<file path="config.mk">
export PLATFORM = sky130hd
export DESIGN_NAME = umi_merge_arbiter
export DESIGN_NICKNAME = d
export VERILOG_FILES = /design/src/rtl/umi_merge_pkg.sv /design/src/rtl/umi_arb_skid.sv /design/src/rtl/umi_merge_arbiter.sv
export SDC_FILE = /design/constraint.sdc
export NUM_CORES = 1
export LEC_CHECK = 0
export CORE_AREA = 2 2 496 498
export DETAILED_ROUTE_END_ITERATION = 6
export DIE_AREA = 0 0 498 500
export PLACE_DENSITY = 0.34
export SETUP_SLACK_MARGIN = 0.2
export SLEW_MARGIN = 15
export SYNTH_ARGS = -nofsm -noshare
export SYNTH_HDL_FRONTEND = slang
export SYNTH_HIERARCHICAL = 1
export SYNTH_SLANG_ARGS = --single-unit
</file>
<file path="constraint.sdc">
create_clock -name clk -period 18.5 [get_ports clk]
set_clock_uncertainty 0.15 [all_clocks]
set_input_delay 3.7 -clock clk [delete_from_list [all_inputs] [get_ports clk]]
set_output_delay 3.7 -clock clk [all_outputs]
set_load 0.02 [all_outputs]
</file>
<file path="src/rtl/umi_merge_pkg.sv">
// rtl/umi_merge_pkg.sv - shared constants and types for the UMI merge arbiter
//
// Purpose: holds the EOM bit position inside the UMI command word and the
// arbitration state type used by umi_merge_arbiter.
// Ports: none (package).
package umi_merge_pkg;

  localparam int EOM_BIT = 22;

  typedef enum logic [1:0] {
    IDLE      = 2'd0,
    LOCK_RESP = 2'd1,
    LOCK_REQ  = 2'd2
  } arb_state_t;

endpackage

</file>
<file path="src/rtl/umi_arb_skid.sv">
// rtl/umi_arb_skid.sv - 2-entry valid/ready skid buffer for the merged UMI beat
//
// Purpose: decouples the downstream ready from the arbiter. Both the output
// payload and the upstream ready come straight from registers.
// Ports:
//   clk, nreset                        clock, asynchronous active-low reset
//   i_valid / o_ready                  upstream handshake
//   i_cmd, i_dstaddr, i_srcaddr, i_data  upstream payload
//   o_valid / i_ready                  downstream handshake
//   o_cmd, o_dstaddr, o_srcaddr, o_data  downstream payload
module umi_arb_skid #(
  parameter int DW = 256,
  parameter int AW = 64,
  parameter int CW = 32
) (
  input  logic          clk,
  input  logic          nreset,
  input  logic          i_valid,
  output logic          o_ready,
  input  logic [CW-1:0] i_cmd,
  input  logic [AW-1:0] i_dstaddr,
  input  logic [AW-1:0] i_srcaddr,
  input  logic [DW-1:0] i_data,
  output logic          o_valid,
  input  logic          i_ready,
  output logic [CW-1:0] o_cmd,
  output logic [AW-1:0] o_dstaddr,
  output logic [AW-1:0] o_srcaddr,
  output logic [DW-1:0] o_data
);

  localparam int PW = CW + 2 * AW + DW;

  logic [PW-1:0] r_mem [2];
  logic          r_wr_ptr;
  logic          r_rd_ptr;
  logic [1:0]    r_count;
  logic          r_space;

  logic          w_push;
  logic          w_pop;
  logic [1:0]    w_count_nxt;

  assign o_valid = (r_count != 2'd0);
  assign o_ready = r_space;
  assign w_push  = i_valid & r_space;
  assign w_pop   = o_valid & i_ready;

  always_comb begin
    w_count_nxt = r_count;
    if (w_push && !w_pop) begin
      w_count_nxt = r_count + 2'd1;
    end else if (!w_push && w_pop) begin
      w_count_nxt = r_count - 2'd1;
    end
  end

  // r_space resets low so nothing is accepted while reset is asserted, and is
  // recomputed from the next occupancy so ready drops on the same edge the
  // buffer fills.
  always_ff @(posedge clk or negedge nreset) begin
    if (!nreset) begin
      r_count  <= 2'd0;
      r_wr_ptr <= 1'b0;
      r_rd_ptr <= 1'b0;
      r_space  <= 1'b0;
    end else begin
      r_count <= w_count_nxt;
      r_space <= (w_count_nxt != 2'd2);
      if (w_push) r_wr_ptr <= ~r_wr_ptr;
      if (w_pop)  r_rd_ptr <= ~r_rd_ptr;
    end
  end

  always_ff @(posedge clk) begin
    if (w_push) begin
      r_mem[r_wr_ptr] <= {i_cmd, i_dstaddr, i_srcaddr, i_data};
    end
  end

  assign {o_cmd, o_dstaddr, o_srcaddr, o_data} = r_mem[r_rd_ptr];

endmodule

</file>
<file path="src/rtl/umi_merge_arbiter.sv">
// rtl/umi_merge_arbiter.sv - merges a UMI response and request stream onto one output
//
// Purpose: responses win by default; a starvation guard hands the port to a
// waiting request after STARVE_LIMIT response messages. A grant is held from
// the first beat of a message until its EOM beat (cmd[22]).
// Ports:
//   clk, nreset                 clock, asynchronous active-low reset
//   umi_resp_in_*               response input (valid/cmd/dstaddr/srcaddr/data in, ready out)
//   umi_req_in_*                request input  (valid/cmd/dstaddr/srcaddr/data in, ready out)
//   umi_out_*                   merged output  (valid/cmd/dstaddr/srcaddr/data out, ready in)
//   stat_resp_msgs, stat_req_msgs  saturating message counters, only with UMI_MERGE_STATS_EN
// Build option: define UMI_MERGE_STATS_EN to add the message counters.
module umi_merge_arbiter
  import umi_merge_pkg::*;
#(
  parameter int DW           = 256,
  parameter int AW           = 64,
  parameter int CW           = 32,
  parameter int STARVE_LIMIT = 4
) (
  input  logic          clk,
  input  logic          nreset,
  input  logic          umi_resp_in_valid,
  input  logic [CW-1:0] umi_resp_in_cmd,
  input  logic [AW-1:0] umi_resp_in_dstaddr,
  input  logic [AW-1:0] umi_resp_in_srcaddr,
  input  logic [DW-1:0] umi_resp_in_data,
  output logic          umi_resp_in_ready,
  input  logic          umi_req_in_valid,
  input  logic [CW-1:0] umi_req_in_cmd,
  input  logic [AW-1:0] umi_req_in_dstaddr,
  input  logic [AW-1:0] umi_req_in_srcaddr,
  input  logic [DW-1:0] umi_req_in_data,
  output logic          umi_req_in_ready,
  output logic          umi_out_valid,
  output logic [CW-1:0] umi_out_cmd,
  output logic [AW-1:0] umi_out_dstaddr,
  output logic [AW-1:0] umi_out_srcaddr,
  output logic [DW-1:0] umi_out_data,
  input  logic          umi_out_ready
`ifdef UMI_MERGE_STATS_EN
  ,
  output logic [31:0]   stat_resp_msgs,
  output logic [31:0]   stat_req_msgs
`endif
);

  localparam int SCW = (STARVE_LIMIT < 1) ? 1 : $clog2(STARVE_LIMIT + 1);

  arb_state_t     r_state;
  arb_state_t     w_state_nxt;
  logic [SCW-1:0] r_starve_cnt;

  logic           w_space;
  logic           w_starved;
  logic           w_pick_req;
  logic           w_grant_resp;
  logic           w_grant_req;
  logic           w_resp_acc;
  logic           w_req_acc;
  logic           w_resp_eom;
  logic           w_req_eom;
  logic           w_push_valid;
  logic [CW-1:0]  w_push_cmd;
  logic [AW-1:0]  w_push_dstaddr;
  logic [AW-1:0]  w_push_srcaddr;
  logic [DW-1:0]  w_push_data;

  assign w_starved  = (STARVE_LIMIT != 0) && (r_starve_cnt >= SCW'(STARVE_LIMIT));
  // In IDLE a request takes the port only when no response competes or the
  // responses have already had their quota of consecutive messages.
  assign w_pick_req = umi_req_in_valid & (~umi_resp_in_valid | w_starved);

  always_comb begin
    w_grant_resp = 1'b0;
    w_grant_req  = 1'b0;
    case (r_state)
      IDLE: begin
        w_grant_resp = umi_resp_in_valid & ~w_pick_req;
        w_grant_req  = w_pick_req;
      end
      LOCK_RESP: w_grant_resp = 1'b1;
      LOCK_REQ:  w_grant_req  = 1'b1;
      default: begin
        w_grant_resp = 1'b0;
        w_grant_req  = 1'b0;
      end
    endcase
  end

  assign umi_resp_in_ready = w_grant_resp & w_space;
  assign umi_req_in_ready  = w_grant_req & w_space;
  assign w_resp_acc        = umi_resp_in_valid & umi_resp_in_ready;
  assign w_req_acc         = umi_req_in_valid & umi_req_in_ready;
  assign w_resp_eom        = umi_resp_in_cmd[EOM_BIT];
  assign w_req_eom         = umi_req_in_cmd[EOM_BIT];

  always_comb begin
    w_state_nxt = r_state;
    if (w_resp_acc) begin
      w_state_nxt = w_resp_eom ? IDLE : LOCK_RESP;
    end else if (w_req_acc) begin
      w_state_nxt = w_req_eom ? IDLE : LOCK_REQ;
    end
  end

  always_ff @(posedge clk or negedge nreset) begin
    if (!nreset) begin
      r_state      <= IDLE;
      r_starve_cnt <= '0;
    end else begin
      r_state <= w_state_nxt;
      if (w_req_acc && w_req_eom) begin
        r_starve_cnt <= '0;
      end else if (w_resp_acc && w_resp_eom && umi_req_in_valid &&
                   (r_starve_cnt < SCW'(STARVE_LIMIT))) begin
        r_starve_cnt <= r_starve_cnt + SCW'(1);
      end
    end
  end

  assign w_push_valid   = (w_grant_resp & umi_resp_in_valid) | (w_grant_req & umi_req_in_valid);
  assign w_push_cmd     = w_grant_req ? umi_req_in_cmd     : umi_resp_in_cmd;
  assign w_push_dstaddr = w_grant_req ? umi_req_in_dstaddr : umi_resp_in_dstaddr;
  assign w_push_srcaddr = w_grant_req ? umi_req_in_srcaddr : umi_resp_in_srcaddr;
  assign w_push_data    = w_grant_req ? umi_req_in_data    : umi_resp_in_data;

  umi_arb_skid #(
    .DW (DW),
    .AW (AW),
    .CW (CW)
  ) u_skid (
    .clk       (clk),
    .nreset    (nreset),
    .i_valid   (w_push_valid),
    .o_ready   (w_space),
    .i_cmd     (w_push_cmd),
    .i_dstaddr (w_push_dstaddr),
    .i_srcaddr (w_push_srcaddr),
    .i_data    (w_push_data),
    .o_valid   (umi_out_valid),
    .i_ready   (umi_out_ready),
    .o_cmd     (umi_out_cmd),
    .o_dstaddr (umi_out_dstaddr),
    .o_srcaddr (umi_out_srcaddr),
    .o_data    (umi_out_data)
  );

`ifdef UMI_MERGE_STATS_EN
  logic [31:0] r_stat_resp;
  logic [31:0] r_stat_req;

  always_ff @(posedge clk or negedge nreset) begin
    if (!nreset) begin
      r_stat_resp <= '0;
      r_stat_req  <= '0;
    end else begin
      if (w_resp_acc && w_resp_eom && (r_stat_resp != 32'hFFFF_FFFF)) begin
        r_stat_resp <= r_stat_resp + 32'd1;
      end
      if (w_req_acc && w_req_eom && (r_stat_req != 32'hFFFF_FFFF)) begin
        r_stat_req <= r_stat_req + 32'd1;
      end
    end
  end

  assign stat_resp_msgs = r_stat_resp;
  assign stat_req_msgs  = r_stat_req;
`endif

endmodule
</file>
* Word level (Yosys, flattened, before mapping)
Memory sizes are Yosys's and may differ from the RTL's. Cells that the tools add are included.
Word-level totals: register bits 10, memory bits (writable) 832, input port bits 837, output and inout port bits 419, word-level logic and storage cells 59, memories 1
Memory list:
- u_skid.r_mem | depth 2, bits a word 416, rd ports 1, clocked after memory_dff 0, wr ports 1, RTL line umi_arb_skid.sv:34 | logic [PW-1:0] r_mem [2];
Cells by class: add/sub/neg operators 3, $lt $le $gt $ge 2, equality and inequality tests 3, muxes and demuxes 16, bitwise logic cells 16, reduce and logical (&&, ||, !) cells 12
Operators with widths (number):
- $mux W256 | 1
- $mux W64 | 2
- $mux W32 | 1
- $and A1 B1 Y1 | 10
- $mux W2 | 5
- $logic_and A1 B1 Y1 | 6
- $mux W3 | 2
- $reduce_bool A2 Y1 | 3
- $not A1 Y1 | 4
- $pmux W1 S2 | 2
- $add A3 B1 Y3 const B | 1
- $ge A3 B3 Y1 const B | 1
- $lt A3 B3 Y1 const B | 1
- $mux W1 | 3
- $add A2 B1 Y2 const B | 1
- $eq A2 B1 Y1 const B | 1
- $eq A2 B2 Y1 const B | 1
- $logic_not A1 Y1 | 2
- $logic_not A2 Y1 | 1
- $ne A2 B2 Y1 const B | 1
- $or A1 B1 Y1 | 2
- $sub A2 B1 Y2 const B | 1

* Longest topological paths before layout
Gate-level depths: netlist (run 1).
depth after elaboration 14, mapped depth 7, gate-level depth less buffers 5

* Hierarchy
Netlist (run 1), hierarchy kept.
By module, submodules not included:
- umi_arb_skid | instances 1, cells each 1323, area each 30643.1 um2, seq. area each 25109.1 um2
- umi_merge_arbiter | instances 1, cells each 491, area each 5291.3 um2, seq. area each 125.1 um2

* Worst setup path after synthesis (run 1)
OpenSTA, ideal clock, no wires.
path kind input port to flip-flop, start point in umi_req_in_valid, end point mem u_skid/r_mem[0][0] (netlist name), enable pin, setup time 1204 ps, arrival 21156 ps, required time 17146 ps, slack -4009 ps, cell stages on the path 3, path buffers 0, path through a22o_1 -> nand2_1 -> nor2_1
Between the ends: cells in the longest elaborated chain, start to end 9, elaborated cells on any way between the ends 11, classes of those cells mux (4); bitwise (7)
RTL lines:
- start, declared | RTL line umi_merge_arbiter.sv:29 | input logic umi_req_in_valid,
- $and A1 B1 Y1 | RTL line umi_merge_arbiter.sv:72 | assign w_pick_req = umi_req_in_valid & (~umi_resp_in_valid | w_starved);
- $not A1 Y1 | RTL line umi_merge_arbiter.sv:79 | w_grant_resp = umi_resp_in_valid & ~w_pick_req;
- $and A1 B1 Y1 | RTL line umi_merge_arbiter.sv:79
- $pmux W1 S2 | RTL line umi_merge_arbiter.sv:77 | case (r_state)
- $and A1 B1 Y1 | RTL line umi_merge_arbiter.sv:122 | assign w_push_valid = (w_grant_resp & umi_resp_in_valid) | (w_grant_req & umi_req_in_valid);
- $or A1 B1 Y1 * | RTL line umi_merge_arbiter.sv:122
- $and A1 B1 Y1 * | RTL line umi_arb_skid.sv:46 | assign w_push = i_valid & r_space;
- $mux W1 * | RTL line umi_arb_skid.sv:76 | if (w_push) begin
- $mux W1 (not written as such) * | RTL line umi_arb_skid.sv:77 | r_mem[r_wr_ptr] <= {i_cmd, i_dstaddr, i_srcaddr, i_data};
- end, declared | RTL line umi_arb_skid.sv:34
Mark *: on every way between the ends. The rest lies on a longest branch, timed or not.

* Final worst setup path (run 1)
start point in umi_resp_in_valid, end point out umi_resp_in_ready
Between the ends: cells in the longest elaborated chain, start to end 7
RTL lines:
- start, declared | RTL line umi_merge_arbiter.sv:23 | input logic umi_resp_in_valid,
- $not A1 Y1 | RTL line umi_merge_arbiter.sv:72
- $or A1 B1 Y1 | RTL line umi_merge_arbiter.sv:72
- $and A1 B1 Y1 | RTL line umi_merge_arbiter.sv:72
- $not A1 Y1 | RTL line umi_merge_arbiter.sv:79
- $and A1 B1 Y1 * | RTL line umi_merge_arbiter.sv:79
- $pmux W1 S2 * | RTL line umi_merge_arbiter.sv:77
- $and A1 B1 Y1 * | RTL line umi_merge_arbiter.sv:91 | assign umi_resp_in_ready = w_grant_resp & w_space;
- end, declared | RTL line umi_merge_arbiter.sv:28 | output logic umi_resp_in_ready,
Marks and branches as above.

==> results.py, run 1 <==
metrics = {
    "run_status": {
        "status": "finished, final reports clean",
    },
    "route": {
        "vias": 21870,
        "postRouteAntennaNets": 0,
        "via_per_inst": 3.394,
        "wl_mm": 153.4,
        "drt_first_pass_iters": 6,
        "post_drt_wl_per_cell_um": 23.81,
        "drtIter0Drc": 885,
        "drc_errors": 0,
    },
    "worst_setup_path": {
        "endpoint_kind": "output pin",
        "worst_setup_path_start_kind": "input pin",
        "ff2ff_path_depth": 7,
        "startpoint": "umi_resp_in_valid",
        "cp.arrival_ps": 5790,
        "required_ps": 14650,
        "path_cells": "clkdlybuf4s50_1 > a21oi_1 > nor3b_2 > clkdlybuf4s50_1",
        "crit_path_frequent_cell": "clkdlybuf4s50_1",
        "critical_path.max_fanout": 5,
        "slowest_stage": "clkdlybuf4s50_1",
        "regToRegEndpoint": "u_skid/r_mem[1][118]",
        "cpPeakStageDelay_ps": 760,
        "crit_type": "in -> out",
        "rrSetupSlack_ps": 14080,
        "reg2reg_from": "r_starve_cnt[2]",
    },
    "power": {
        "ir_drop_mv": 0.09452,
        "power-per-cell-area_mw_per_mm2": 108.3,
        "leakage_nw": 18.04,
    },
    "floorplan": {
        "rows": 182,
        "die_h_um": 500,
        "die_x_um": 498,
        "pin_count": 1256,
        "die_area_mm2": 0.2490,
        "coreArea_mm2": 0.2443,
        "initial_core_util": 0.1471,
    },
    "final_layout": {
        "final_util": 0.2276,
        "drive_gt1_frac": 0.2851,
        "num-nets-final": 3950,
        "area_growth_pct": 54.76,
        "final_cell_count_no_fill": 6444,
    },
    "min_path": {
        "whs_endpoint": "u_skid/r_count[0]",
        "holdPathStages": 1,
        "hp-start": "u_skid/r_count[0]",
        "hp-class": "reg -> reg",
    },
    "logic_synthesis": {
        "syn_area_mm2": 0.03593,
        "synthCells": 1814,
        "synth_nets": 2653,
        "seq_area_frac_synth": 0.7022,
        "avgSynthCellArea_um2": 19.81,
        "synth_seq_cells": 842,
        "ys_warn_count": 6,
        "synthDistinctLibCells": 29,
    },
    "sta": {
        "post-route-period-util": 0.5213,
        "whs_ps": 388.6,
        "hold_violations": 0,
        "rsz0062_at_grt": "false",
        "setup_viol": 0,
        "setup_tns_ps": 0,
        "max_freq_mhz": 103.7,
        "fin_crit_ps": 9644,
        "max_slew.worst_pin.slew_ps": 1064,
        "slew_headroom": 0.2909,
        "slew_violations": 0,
    },
    "cts": {
        "numCtsBuffers": 109,
        "cts_max_level": 3,
        "cts_tree": "yes",
        "holdBufCountCts": 0,
        "clockBufferDepth": 3,
        "cts_setup_buffers": 0,
        "clk_pin_slew_ps": 60,
        "insertion_delay_ps": 740,
        "cts_resized": 0,
        "clock_sinks": 842,
        "clockRootBuffer": "clkbuf_16",
    },
    "placed_design": {
        "io_buffers": 1255,
        "dp_cells": 6220,
        "gp_congestion": 0.7673,
        "hpwl_mm": 116.2,
    },
    "global_route": {
        "grt_pass1_vias": 23360,
        "grt_usage": 0.1187,
        "grt_overflow": 0,
        "grt_antenna_before_repair": 97,
        "grt_max_degree": 117,
        "grt_pass1_wl_mm": 203.7,
    },
    "job": {
        "drv_cap": 0,
    },
}
-- logic make-up (layout without fill, tap and decap cells) --
kind of cell / Yosys count / count (layout) / share of synthesized area
xor+xnor: 5 / 5 / 0.001219
compound gates: 13 / 13 / 0.002124
flops: 842 / 842 / 0.7022
other cells: 0 / 22 / 0
simple gates: 17 / 17 / 0.002612
buf+inv: 99 / 1487 / 0.01880
mux: 835 / 835 / 0.2720
fa+ha+maj: 3 / 3 / 0.001010
-- cells in the mapped netlist --
library cell	instances	area share
a211oi_1	1	0.00021
a21oi_1	7	0.00097
a22o_1	1	0.00024
and2_1	2	0.00035
and3_1	1	0.00017
and4_1	1	0.00024
buf_2	63	0.0088
buf_6	30	0.0094
dfrtp_1	10	0.0070
edfxtp_1	832	0.70
ha_1	2	0.00070
inv_1	6	0.00063
maj3_2	1	0.00031
mux2_1	111	0.035
mux2_2	621	0.19
mux2_4	100	0.042
mux2i_1	3	0.00084
nand2_1	4	0.00042
nand2b_1	1	0.00017
nor2_1	2	0.00021
nor2b_1	1	0.00017
nor3_1	2	0.00028
nor3b_1	2	0.00042
nor4_1	1	0.00017
o2111ai_1	1	0.00024
o21ai_0	1	0.00014
o21ai_1	1	0.00014
o22ai_1	1	0.00017
xnor2_1	5	0.0012
-- layout by cell type (no fill, tap or decap), types with 2 or more instances in the layout --
master           instances
clkbuf_16              109
clkbuf_1                21
inv_1                    6
clkinv_4                 2
diode_2                 22
clkdlybuf4s50_1       1255
nand2_1                  4
clkinv_2                33
buf_12                   7
clkinvlp_4               3
mux2_2                 621
inv_6                    4
buf_4                   17
edfxtp_1               832
dfrtp_1                  9
clkinv_1                19
a21oi_1                  6
mux2_4                 100
xnor2_1                  5
and2_1                   2
mux2i_1                  3
mux2_1                 111
nor3_1                   2
ha_1                     2
inv_16                   3
bufinv_16                5
-- final cells by class --
class                      instances  area (µm²)
antenna                           22       55.05
clock buffer                     131        2820
tap                             3220        4029
sequential                       842       25240
fill                           25640      188700
timing repair buffer            1279       12830
inverter                           6       22.52
multi-input combinational        873       10050
clock inverter                    71       563.0
-- worst max-delay path by stage --
stage                     depth (start not counted)                 end  slack (ps)
final                                             4   umi_resp_in_ready        8860
after global routing                              4   umi_resp_in_ready        8780
after CTS                                         4   umi_resp_in_ready        8840
after detailed placement                          4   umi_resp_in_ready        8840
after global placement                            4   umi_resp_in_ready        8360
after floorplan                                   3  u_skid/r_mem[0][0]        3050
-- sequential cells by signal, summed over array words and instances, names as in the netlist --
| register | count |
|---|---|
| r_starve_cnt | 3 |
| r_state | 2 |
| u_skid/o_ready | 1 |
| u_skid/r_count | 2 |
| u_skid/r_mem | 832 |
| u_skid/r_rd_ptr | 1 |
| u_skid/r_wr_ptr | 1 |
-- report_power, final --
group          internal, W  leakage (nW)  switching, W
logic             0.000951          8.77      0.000911
clock network      0.00116          1.68      0.000867
registers          0.00210          7.59     0.0000333
total              0.00421          18.0       0.00181
-- routing by layer --
layer  vias up  GRT usage  wire (µm)
met3       251    0.05893      16340
li1       9828          -          -
met5         -          0        366
met4        58    0.02881       3158
met1     10740     0.1312      59760
met2       991     0.2025      73810
-- critical path, delay by kind of cell --
kind,cells,cell delay [ps]
AND/OR/NAND/NOR,1,600
buffers and inverters,2,1360
AO/OA/AOI/OAI,1,120
-- metrics by stage --
step	instance area (µm²)	setup WS [ps]	total power, W
after floorplan	35940	3054	0.003137
after global placement	52170	8359	0.004082
after detailed placement	52170	8836	0.004074
after CTS	55560	8835	0.006177
after global routing	55560	8777	0.006288
final	55610	8856	0.006021
Power figures use the tool's default switching activity.
==> run 2, diff against run 1 <==
--- a/config.mk
+++ b/config.mk
@@ -8,7 +8,7 @@
 export CORE_AREA = 2 2 496 498
 export DETAILED_ROUTE_END_ITERATION = 6
 export DIE_AREA = 0 0 498 500
-export PLACE_DENSITY = 0.34
+export PLACE_DENSITY = 0.33
 export SETUP_SLACK_MARGIN = 0.2
 export SLEW_MARGIN = 15
 export SYNTH_ARGS = -nofsm -noshare
==> constraint.sdc (replaced) <==
create_clock -name clk -period 9 [get_ports clk]
set_clock_uncertainty 0.15 [all_clocks]
set_input_delay 1.8 -clock clk [delete_from_list [all_inputs] [get_ports clk]]
set_output_delay 1.8 -clock clk [all_outputs]
set_load 0.02 [all_outputs]
==> results.py, run 2 (synthesized netlist as in run 1, its figures left out) <==
metrics = {
    "route": {
        "drc_errors": 0,
        "postRouteAntennaNets": 0,
        "vias": 22140,
        "drtIter0Drc": 855,
        "wl_mm": 159.5,
        "via_per_inst": 3.435,
        "drt_first_pass_iters": 5,
        "post_drt_wl_per_cell_um": 24.75,
    },
    "cts": {
        "clockBufferDepth": 3,
        "holdBufCountCts": 0,
        "cts_tree": "yes",
        "cts_resized": 0,
        "clock_sinks": 842,
        "insertion_delay_ps": 740,
        "cts_setup_buffers": 0,
        "numCtsBuffers": 107,
        "clockRootBuffer": "clkbuf_16",
        "clk_pin_slew_ps": 60,
        "cts_max_level": 3,
    },
    "floorplan": {
        "die_h_um": 500,
        "rows": 182,
        "coreArea_mm2": 0.2443,
        "initial_core_util": 0.1471,
        "pin_count": 1256,
        "die_area_mm2": 0.2490,
        "die_x_um": 498,
    },
    "worst_setup_path": {
        "startpoint": "umi_req_in_valid",
        "crit_type": "in -> out",
        "reg2reg_from": "r_starve_cnt[2]",
        "ff2ff_path_depth": 6,
        "crit_path_frequent_cell": "clkdlybuf4s50_1",
        "endpoint": "umi_resp_in_ready",
        "required_ps": 7050,
        "regToRegEndpoint": "u_skid/r_mem[1][267]",
        "path_cells": "clkdlybuf4s50_1 > nand2_1 > a21oi_1 > nor3b_2 > buf_4 > clkdlybuf4s50_1",
        "worst_setup_path_start_kind": "input pin",
        "cpPeakStageDelay_ps": 620,
        "crit_buf_inv": 3,
        "cp.arrival_ps": 3980,
        "cp.depth": 6,
        "slowest_stage": "nor3b_2",
        "rrSetupSlack_ps": 4870,
        "endpoint_kind": "output pin",
        "critical_path.max_fanout": 5,
        "path_delay_family": "buffers and inverters",
    },
    "sta": {
        "max_freq_mhz": 168.7,
        "hold_violations": 0,
        "fin_crit_ps": 5926,
        "setup_tns_ps": 0,
        "rsz0062_at_grt": "false",
        "setup_viol": 0,
        "post-route-period-util": 0.6585,
        "max_slew.worst_pin.slew_ps": 1136,
        "slew_headroom": 0.2428,
        "slew_violations": 0,
    },
    "global_route": {
        "grt_max_degree": 119,
        "grt_usage": 0.1230,
        "grt_pass1_vias": 23870,
        "grt_overflow": 0,
        "grt_antenna_before_repair": 108,
        "grt_pass1_wl_mm": 210.2,
    },
    "final_layout": {
        "largest_reg_flops": 832,
        "final_util": 0.2279,
        "layout_common_cells": "clkdlybuf4s50_1, edfxtp_1, mux2_2",
        "reg_top3": "u_skid/r_mem x832, r_starve_cnt x3",
        "num-nets-final": 3964,
        "regMostFlops": "u_skid/r_mem",
        "drive_gt1_frac": 0.2821,
        "area_growth_pct": 54.98,
        "final_common_cell": "clkdlybuf4s50_1",
    },
    "job": {
        "drv_cap": 0,
    },
    "placed_design": {
        "gp_congestion": 0.7593,
        "hpwl_mm": 121.1,
        "io_buffers": 1255,
    },
    "run_status": {
        "status": "finished, final reports clean",
    },
    "min_path": {
        "holdPathStages": 1,
        "hp-start": "u_skid/r_count[0]",
        "hp-class": "reg -> reg",
    },
    "power": {
        "leakage_nw": 18.06,
        "power.total_w": 0.01234,
        "ir_drop_mv": 0.1506,
        "power-per-cell-area_mw_per_mm2": 221.5,
    },
}
[run 2: changes by cell type in the layout (fill, tap and decap cells not counted), moves of 2 or more]
| cell | before | now |
|---|---|---|
| clkinv_2 | 33 | 15 |
| clkinv_1 | 19 | 24 |
| clkinvlp_4 | 3 | 1 |
| inv_16 | 3 | 0 |
| clkbuf_1 | 21 | 31 |
| buf_12 | 7 | 10 |
| clkinv_4 | 2 | 0 |
| clkinv_16 | 1 | 4 |
| diode_2 | 22 | 17 |
| buf_4 | 17 | 30 |
| inv_6 | 4 | 1 |
[run 2: routing by layer]
metal | vias up | global-route usage | routed length (µm)
li1 | 9835 | - | -
met1 | 10880 | 0.1271 | 58040
met2 | 1026 | 0.2126 | 78010
met3 | 318 | 0.06926 | 19110
met4 | 84 | 0.03332 | 3815
met5 | - | 0 | 520
[run 2: final cells by class]
class                           count  area (µm²)
Fill cell                       25670      188700
Sequential cell                   842       25240
Timing Repair Buffer             1295       12990
Multi-Input combinational cell    873       10060
Tap cell                         3220        4029
Clock buffer                      141        2846
Clock inverter                     51       467.9
Antenna cell                       17       42.54
Inverter                            6       22.52
[run 2: power breakdown]
part / internal, W / switching [W]
Clock: 0.00236 / 0.00174
Sequential: 0.00432 / 0.0000507
Combinational: 0.00196 / 0.00191
Total: 0.00863 / 0.00370
[run 2: worst min-delay path by stage]
stage | to | slack, ps
5_1_grt | u_skid/r_count[0] | 430
3_3_place_gp | u_skid/r_count[0] | 370
6_report | u_skid/r_count[0] | 380
3_5_place_dp | u_skid/r_count[0] | 370
4_1_cts | u_skid/r_count[0] | 390
2_1_floorplan | u_skid/r_count[0] | 340
[run 2: through the flow]
| stage | std cells | setup slack, ps | hold slack (ps) | area, µm² |
|---|---|---|---|---|
| floorplan | 1814 | 203.2 | 337.9 | 35950 |
| global placement | 6236 | 2569 | 367.2 | 52330 |
| detailed placement | 6236 | 2843 | 367.8 | 52330 |
| CTS | 6428 | 3062 | 385.5 | 55650 |
| global route | 6432 | 2924 | 427.8 | 55660 |
| finish | 6445 | 3074 | 383.1 | 55690 |
